## config.mk

```make
export PLATFORM = sky130hd
export DESIGN_NAME = harmonic_accumulator
export DESIGN_NICKNAME = d
export VERILOG_FILES = /design/src/rtl/harmonic_accumulator_pkg.sv /design/src/rtl/harmonic_accumulator_mac.sv /design/src/rtl/harmonic_accumulator.sv
export SDC_FILE = /design/constraint.sdc
export NUM_CORES = 1
export LEC_CHECK = 0
export CAP_MARGIN = 5
export CORE_ASPECT_RATIO = 1.4
export CORE_MARGIN = 2
export CORE_UTILIZATION = 40
export DETAILED_ROUTE_END_ITERATION = 8
export PLACE_DENSITY = 0.54
export SLEW_MARGIN = 20
export SYNTH_ARGS = -nofsm -noshare
export SYNTH_HDL_FRONTEND = slang
export SYNTH_SLANG_ARGS = --single-unit
```

## constraint.sdc

```tcl
create_clock -name clock -period 11.8 [get_ports clock]
set_input_delay 2.36 -clock clock [delete_from_list [all_inputs] [get_ports clock]]
set_output_delay 2.36 -clock clock [all_outputs]
set_load 0.1 [all_outputs]
```

## src/rtl/harmonic_accumulator_pkg.sv

```systemverilog
// harmonic_accumulator_pkg: shared types, constants and helpers for the
// additive-synthesis harmonic accumulator.
//   state_e           FSM state encoding
//   LUT_ADDR_W        sine LUT address width
//   POS_TO_LUT_SHIFT  phase position to LUT address right shift
//   AMP_ONE           initial (unity) harmonic amplitude, Q1.15
//   saturate16()      clip a signed 32-bit value into signed 16-bit range
package harmonic_accumulator_pkg;

    typedef enum logic [2:0] {
        IDLE     = 3'd0,
        WAIT_POS = 3'd1,
        LUT      = 3'd2,
        MAC      = 3'd3,
        ACK      = 3'd4,
        OUTPUT   = 3'd5
    } state_e;

    localparam int unsigned LUT_ADDR_W       = 11;
    localparam int unsigned POS_TO_LUT_SHIFT = 5;
    localparam int unsigned SAMPLE_W         = 16;
    localparam logic [15:0] AMP_ONE          = 16'h7FFF;

    localparam logic signed [31:0] SAT_MAX = 32'sd32767;
    localparam logic signed [31:0] SAT_MIN = -32'sd32768;

    // Clip to the signed 16-bit range.
    function automatic logic [15:0] saturate16(input logic signed [31:0] x);
        logic [15:0] r;
        if (x > SAT_MAX) begin
            r = 16'h7FFF;
        end else if (x < SAT_MIN) begin
            r = 16'h8000;
        end else begin
            r = x[15:0];
        end
        return r;
    endfunction

endpackage

```

## src/rtl/harmonic_accumulator_mac.sv

```systemverilog
// harmonic_mac: per-harmonic multiply-accumulate with geometric amplitude decay.
//   clock, reset_n  clock and synchronous active-low reset
//   clear           start of a new output sample: zero acc, unity amplitude, latch decay
//   mac_en          accumulate lut_data * amplitude and decay the amplitude
//   decay           unsigned Q1.15 per-harmonic multiplier (sampled on clear)
//   lut_data        signed sine sample
//   acc             signed running sum (registered)
//   amplitude       current harmonic amplitude, Q1.15 (registered)
module harmonic_mac
    import harmonic_accumulator_pkg::*;
#(
    parameter int unsigned ACC_W = 24
) (
    input  logic                    clock,
    input  logic                    reset_n,
    input  logic                    clear,
    input  logic                    mac_en,
    input  logic [15:0]             decay,
    input  logic [15:0]             lut_data,
    output logic signed [ACC_W-1:0] acc,
    output logic [15:0]             amplitude
);

    logic [15:0]             decay_q;
    logic signed [32:0]      product;
    logic signed [ACC_W-1:0] term;
    logic [31:0]             amp_product;
    logic [15:0]             amp_next;

    // Amplitude is non-negative, so zero-extend it before the signed multiply.
    always_comb begin
        product     = 33'(signed'(lut_data)) * 33'(signed'({1'b0, amplitude}));
        term        = ACC_W'(product >>> 15);
        amp_product = 32'(amplitude) * 32'(decay_q);
        amp_next    = 16'(amp_product >> 15);
    end

    always_ff @(posedge clock) begin
        if (!reset_n) begin
            acc       <= '0;
            amplitude <= AMP_ONE;
            decay_q   <= '0;
        end else if (clear) begin
            acc       <= '0;
            amplitude <= AMP_ONE;
            decay_q   <= decay;
        end else if (mac_en) begin
            acc       <= acc + term;
            amplitude <= amp_next;
        end
    end

endmodule

```

## src/rtl/harmonic_accumulator.sv

```systemverilog
// harmonic_accumulator: consumes per-harmonic phase positions, looks up the
// sine LUT, scales each harmonic by a decaying amplitude and emits one
// saturated 16-bit additive-synthesis sample per sample_tick.
//   clock, reset_n        clock and synchronous active-low reset
//   sample_tick           start building a new output sample (ignored when busy)
//   harmonic_count        harmonics to sum (0 -> 1, clamped to NUM_HARMONICS)
//   decay                 Q1.15 per-harmonic amplitude multiplier
//   sample_ready          position generator has a valid sample_position
//   sample_position       phase of the current harmonic
//   next_sample           one-cycle acknowledge: position consumed
//   harmonic              current harmonic index
//   lut_addr, lut_data    synchronous sine ROM interface (1-cycle latency)
//   sample_out            saturated signed output sample
//   sample_valid          one-cycle pulse when sample_out updates
// Optional (HARMONIC_OVERRUN_EN): overrun sticky flag and saturating
// overrun_count for sample_tick arriving outside IDLE; cleared by reset only.
module harmonic_accumulator
    import harmonic_accumulator_pkg::*;
#(
    parameter int unsigned NUM_HARMONICS = 64,
    parameter int unsigned ACC_W         = 24,
    parameter int unsigned OUT_SHIFT     = 3
) (
    input  logic                  clock,
    input  logic                  reset_n,
    input  logic                  sample_tick,
    input  logic [7:0]            harmonic_count,
    input  logic [15:0]           decay,
    input  logic                  sample_ready,
    input  logic [15:0]           sample_position,
    output logic                  next_sample,
    output logic [7:0]            harmonic,
    output logic [LUT_ADDR_W-1:0] lut_addr,
    input  logic [15:0]           lut_data,
    output logic [15:0]           sample_out,
    output logic                  sample_valid
`ifdef HARMONIC_OVERRUN_EN
    ,
    output logic                  overrun,
    output logic [7:0]            overrun_count
`endif
);

    state_e state;
    state_e state_next;

    logic                    start_c;
    logic                    capture_c;
    logic                    mac_en_c;
    logic                    ack_c;
    logic                    emit_c;
    logic [8:0]              count_clamped_c;
    logic [7:0]              last_next_c;
    logic [7:0]              last;
    logic signed [ACC_W-1:0] acc;
    logic [15:0]             amplitude;
    logic                    unused_pos_bits;

    // Sub-LUT phase bits are intentionally discarded.
    assign unused_pos_bits = ^{sample_position[POS_TO_LUT_SHIFT-1:0], amplitude};

    // Effective last harmonic index for the sample about to start.
    always_comb begin
        count_clamped_c = (harmonic_count == 8'd0) ? 9'd1 : 9'(harmonic_count);
        if (count_clamped_c > 9'(NUM_HARMONICS)) begin
            count_clamped_c = 9'(NUM_HARMONICS);
        end
        last_next_c = 8'(count_clamped_c - 9'd1);
    end

    // State register.
    always_ff @(posedge clock) begin
        if (!reset_n) begin
            state <= IDLE;
        end else begin
            state <= state_next;
        end
    end

    // Next-state and per-state strobes.
    always_comb begin
        state_next = state;
        start_c    = 1'b0;
        capture_c  = 1'b0;
        mac_en_c   = 1'b0;
        ack_c      = 1'b0;
        emit_c     = 1'b0;
        case (state)
            IDLE: begin
                if (sample_tick) begin
                    start_c    = 1'b1;
                    state_next = WAIT_POS;
                end
            end
            WAIT_POS: begin
                if (sample_ready) begin
                    capture_c  = 1'b1;
                    state_next = LUT;
                end
            end
            LUT: begin
                state_next = MAC;
            end
            MAC: begin
                mac_en_c   = 1'b1;
                state_next = ACK;
            end
            ACK: begin
                ack_c      = 1'b1;
                state_next = (harmonic == last) ? OUTPUT : WAIT_POS;
            end
            OUTPUT: begin
                emit_c     = 1'b1;
                state_next = IDLE;
            end
            default: begin
                state_next = IDLE;
            end
        endcase
    end

    // Registered handshake, address and result outputs.
    always_ff @(posedge clock) begin
        if (!reset_n) begin
            next_sample  <= 1'b0;
            sample_valid <= 1'b0;
            harmonic     <= '0;
            lut_addr     <= '0;
            sample_out   <= '0;
            last         <= '0;
        end else begin
            next_sample  <= ack_c;
            sample_valid <= emit_c;
            if (start_c) begin
                last <= last_next_c;
            end
            if (capture_c) begin
                lut_addr <= sample_position[15:POS_TO_LUT_SHIFT];
            end
            // Index advances with the acknowledge so the generator sees both together.
            if (ack_c) begin
                harmonic <= (harmonic == last) ? 8'd0 : harmonic + 8'd1;
            end
            if (emit_c) begin
                sample_out <= saturate16(32'(acc >>> OUT_SHIFT));
            end
        end
    end

    harmonic_mac #(
        .ACC_W(ACC_W)
    ) u_mac (
        .clock    (clock),
        .reset_n  (reset_n),
        .clear    (start_c),
        .mac_en   (mac_en_c),
        .decay    (decay),
        .lut_data (lut_data),
        .acc      (acc),
        .amplitude(amplitude)
    );

`ifdef HARMONIC_OVERRUN_EN
    // Ticks arriving while a sample is in progress are counted, not queued.
    always_ff @(posedge clock) begin
        if (!reset_n) begin
            overrun       <= 1'b0;
            overrun_count <= '0;
        end else if (sample_tick && (state != IDLE)) begin
            overrun <= 1'b1;
            if (overrun_count != 8'hFF) begin
                overrun_count <= overrun_count + 8'd1;
            end
        end
    end
`endif

endmodule
```

* Word level (Yosys, flattened, before mapping) *
Cells that the tools add are included.

storage, ports and cells
  logic and storage cells = 47
  output and inout bits = 37
  input bits = 60
  bits in registers = 104

cells by class
  reduce and logical (&&, ||, !) cells = 4
  mux-type cells = 16
  magnitude comparators = 3
  add/subtract/negate cells = 3
  eq/ne operators = 8
  bitwise logic cells = 1
  $mul = 2

operators by type and width
  cell                    number
  $mul A16 B17 Y33        1
  $mux W16                2
  $mul A16 B16 Y31        1
  $add A24 B18 Y24        1
  $mux W8                 3
  $gt A21 B16 Y1 const B  1
  $lt A21 B16 Y1 const B  1
  $pmux W3 S5             1
  $mux W3                 3
  $add A8 B1 Y8 const B   1
  $eq A8 B8 Y1            1
  $gt A8 B7 Y1 const B    1
  $logic_not A8 Y1        1
  $sub A8 B1 Y8 const B   1
  $mux W1                 7
  $eq A3 B2 Y1 const B    2
  $eq A3 B3 Y1 const B    2
  $ne A2 B2 Y1 const B    2
  $eq A3 B1 Y1 const B    1
  $logic_not A3 Y1        1
  $reduce_and A2 Y1       1
  $reduce_or A2 Y1        1
  $not A1 Y1              1

* Longest topological paths before layout *
  word-level depth = 5
  gate-level depth with buffers = 36
  mapped depth without buffers = 35

* Cells and area by module *
From an unflattened synthesis, not the netlist that was laid out.

unflattened totals
  cells, all modules = 2496
  area total of the unflattened synthesis = 21555.7 sq um

by module, submodules not included
  module                cells each  instances  area each (sq um)  sequential area each (sq um)
  harmonic_mac          2252        1          19511.2            1121.1
  harmonic_accumulator  244         1          2044.5             960.9

* Worst setup path after synthesis *
OpenSTA, ideal clock, no wires.

  path type = input to register
  start = input lut_data[1]
  end = register u_mac.acc[22]
  cell stages on the path = 30
  setup time = 0.074 ns
  buffers on the path = 2
  data required time = 11.726 ns
  slack = 1.863 ns
  arrival time = 9.863 ns
  path through = clkbuf_1 -> nand2_1 -> fa_1 -> fa_1 -> inv_1 -> fa_1 -> fa_1 -> fa_1 -> inv_1 -> fa_1 -> inv_1 -> ha_1 -> nand4_1 -> or2_2 -> o22ai_1 -> a211oi_1 -> o31ai_1 -> and2_1 -> o21a_1 -> nor2_1 -> ha_1 -> clkbuf_1 -> a21o_1 -> nor3_1 -> a211o_1 -> o21ai_1 -> nor4_1 -> or4_1 -> or3_1 -> a31oi_1

between the ends
  cells in the longest elaborated chain, start to end = 2

RTL lines
  item                    line                            RTL
  start: declaration      harmonic_accumulator.sv:34      input logic [15:0] lut_data,
  $mul A16 B17 Y33        harmonic_accumulator_mac.sv:32  product = 33'(signed'(lut_data)) * 33'(signed'({1'b0, amplitude}));
  $add A24 B18 Y24        harmonic_accumulator_mac.sv:48  acc <= acc + term;
  end signal: assignment  harmonic_accumulator_mac.sv:48
  end: declaration        harmonic_accumulator_mac.sv:20  output logic signed [ACC_W-1:0] acc,

Every way passes these cells.
A chain may end at the register's enable or synchronous reset.

* Final worst setup path *
  start = input lut_data[11]
  end = register u_mac.acc[23]

Same word-level chain as after synthesis.

==> flow_summary.yaml <==
outcome:
  status: "completed"
setup_path:
  cp-end-kind: "flop"
  cp_data_required_time_ns: 12.11
  reg2reg_to: "u_mac.acc[23]"
  crit_path_start: "lut_data[11]"
  crit_type: "in2reg"
  worst_ep_arrival_time_ns: 11.30
  path_max_fanout: 10
  reg2reg_setup_slack_ns: 2.22
  setup.worst_path.end: "u_mac.acc[23]"
  max_stage_delay_ns: 0.73
  critPathLaunchType: "input port"
  crit_top_cell: "fa_1"
  crit_path_top_delay_cell: "clkdlybuf4s50_1"
  timing.rr.start: "u_mac.amplitude[9]"
  reg2reg_depth: 32
placed_design:
  gp_congestion: 0.8255
  place_ws_ns: 0.3546
  hpwl_um: 41240
  io_buffers: 91
sta:
  timing.final.ws_setup_ns: 0.8096
  hold_viol: 0
  setup_viol_count_final: 0
  finalSetupTns_ns: 0
  skew_ns: 0.01887
  finalCritPeriodShare_pct: 93.14
  fmax_mhz: 90.99
  rsz0062_at_grt: "false"
  slew_headroom_pct: 33.61
  fin_crit_ns: 10.99
  worst_pin_slew_ns: 0.9928
  slew_violations: 0
global_route:
  antenna_found_initial: 1
  globalRoute.totalOverflow: 0
  grt_busiest_layer: "met2"
  grt_max_degree: 60
  first_global_vias: 17490
  use_met2_pct: 39.10
  use_met3_pct: 2.615
  use_met1_pct: 24.14
  grt_pass1_wl_um: 88420
  grtUsageTotal_pct: 20.66
floorplan:
  rows: 99
  fp.dieW_um: 197.9
  ios: 97
  dieArea_sq_um: 54520
  fp.coreArea_sq_um: 52020
  initial_core_util_pct: 40.47
  chipHeight_um: 275.5
logic_synthesis:
  netlist-cell-type-count: 63
  synth_edf_count: 0
  synth-seq-cells: 104
  syn_area_sq_um: 21060
  synthCells: 2440
  yosysWarnings: 0
  ys_seq_area_share_pct: 9.888
  synth_flop_cell: "dfxtp_1"
  syn-num-nets: 3129
  syn_area_per_cell_sq_um: 8.630
  async_flop_share_pct: 0
detailed_routing:
  vias: 15970
  drc: 0
  avgRoutedWirePerCell_um: 16.69
  drtPass1Iterations: 4
  drt_wl_total_um: 52200
  ant_nets: 0
  vias_per_cell: 5.106
  drt_iter0_markers: 506
cts:
  clock_latency_ns: 0.40
  clk_pin_slew_ns: 0.08
  cts_hold_buf: 0
  cts.repair.resized: 0
  htreeDepth: 3
  clockBufferDepth: 2
  cts.sinks: 104
  cts_made_buffers: 9
  postCtsSetupBuffers: 0
  cts-root-buf: "clkbuf_16"
  cts_tree: "built"
layout:
  layout_commonest_cell: "inv_1"
  diodes: 0
  drive_above_1_share_pct: 3.479
  final-seq-area_sq_um: 2085
  nFillCells: 5261
  multiInputGateArea_sq_um: 16840
  final_cell_mix: "inv_1 (457), nand2_1 (419), fa_1 (386)"
  fin_nets: 3156
  syn_to_final_growth_pct: 9.353
power:
  max-vdd-ir-drop_uv: 418.5
  power.density_nw_per_um2: 295.0
  p_leak_uw: 0.01143
worst_hold_path:
  worstHoldPathType: "reg2reg"
flow_run:
  max_cap_violations: 0
## power by group
group          switching, uW  total [uW]  leakage (uW)  internal (uW)
logic                   3360        6050        0.0104           2690
clock network            183         337      0.000152            154
registers               35.5         401      0.000843            365
total                   3580        6790        0.0114           3210
## cells in the mapped netlist, types with 7 or more instances
cell type / number / share of area (%)
inv_1: 457 / 8.1
nand3_1: 24 / 0.57
a211oi_1: 9 / 0.32
ha_1: 243 / 14
and2_1: 198 / 5.9
clkbuf_1: 118 / 2.1
and3_1: 9 / 0.27
a21o_1: 21 / 0.75
o211ai_1: 9 / 0.32
nor3_1: 16 / 0.38
xnor2_1: 40 / 1.7
nor2_1: 73 / 1.3
o21a_1: 8 / 0.29
a21oi_1: 77 / 1.8
nor2b_1: 8 / 0.24
nand2_1: 420 / 7.5
nand2b_1: 17 / 0.51
o21ai_0: 50 / 1.2
a21boi_0: 27 / 0.96
dfxtp_1: 104 / 9.9
nor3b_1: 7 / 0.25
fa_1: 386 / 37
xor2_1: 27 / 1.1
## sequential cells by signal, summed over array words and instances, names as in the netlist
signal,count
u_mac.amplitude,16
u_mac.acc,24
sample_out,16
state,3
harmonic,8
last,8
next_sample,1
lut_addr,11
u_mac.decay_q,16
sample_valid,1
## final cells by class
type                            instances  area share, %
Multi-Input combinational cell       1757          73.12
Inverter                              459          7.482
Tap cell                              656          3.565
Sequential cell                       104          9.053
Clock buffer                            9         0.9781
Timing Repair Buffer                  136          5.401
Clock inverter                          7         0.3967
## stage by stage
stage	util (%)	hold slack, ns	area, sq um	std cells	total power (uW)
3_3_place_gp	43.61	0.4479	22690	3112	6409
2_1_floorplan	-	0.4406	21060	2440	5150
6_report	44.26	0.4662	23030	3128	6793
5_1_grt	44.26	0.4885	23030	3128	7792
4_1_cts	44.22	0.4696	23010	3128	6903
3_5_place_dp	43.61	0.4604	22690	3112	6504
## logic make-up after synthesis
kind of cell,count (synthesis),synth area share (%)
flops,104,9.888
fa+ha+maj,629,51.14
compound gates,254,7.796
xor+xnor,67,2.787
buf+inv,579,10.32
simple gates,804,17.92
mux,3,0.1486
## worst max-delay path, delay by kind of cell
family	cells	cell delay [ns]
XOR/XNOR	1	0.40
adder cells (fa/ha/maj)	8	3.88
buffers and inverters	5	1.06
AO/OA/AOI/OAI	14	2.71
AND/OR/NAND/NOR	4	0.88
## how the worst min path moves through the flow
stage / from / to / slack (ns) / depth (start not counted)
floorplan: u_mac.acc[0] / u_mac.acc[0] / 0.44 / 2
global placement: u_mac.acc[0] / u_mac.acc[0] / 0.45 / 2
detailed placement: lut_addr[4] / lut_addr[4] / 0.46 / 2
CTS: lut_addr[10] / lut_addr[10] / 0.47 / 2
global route: lut_addr[9] / lut_addr[9] / 0.49 / 2
finish: lut_addr[10] / lut_addr[10] / 0.47 / 2
## metal layers
layer,up-vias,wire [um],part of all wire [%]
li1,7510,-,-
met1,8093,20770,40
met2,296,28070,54
met3,71,2002,3.8
met4,2,1337,2.6
met5,-,13,0.025
Power figures use the tool's default switching activity.
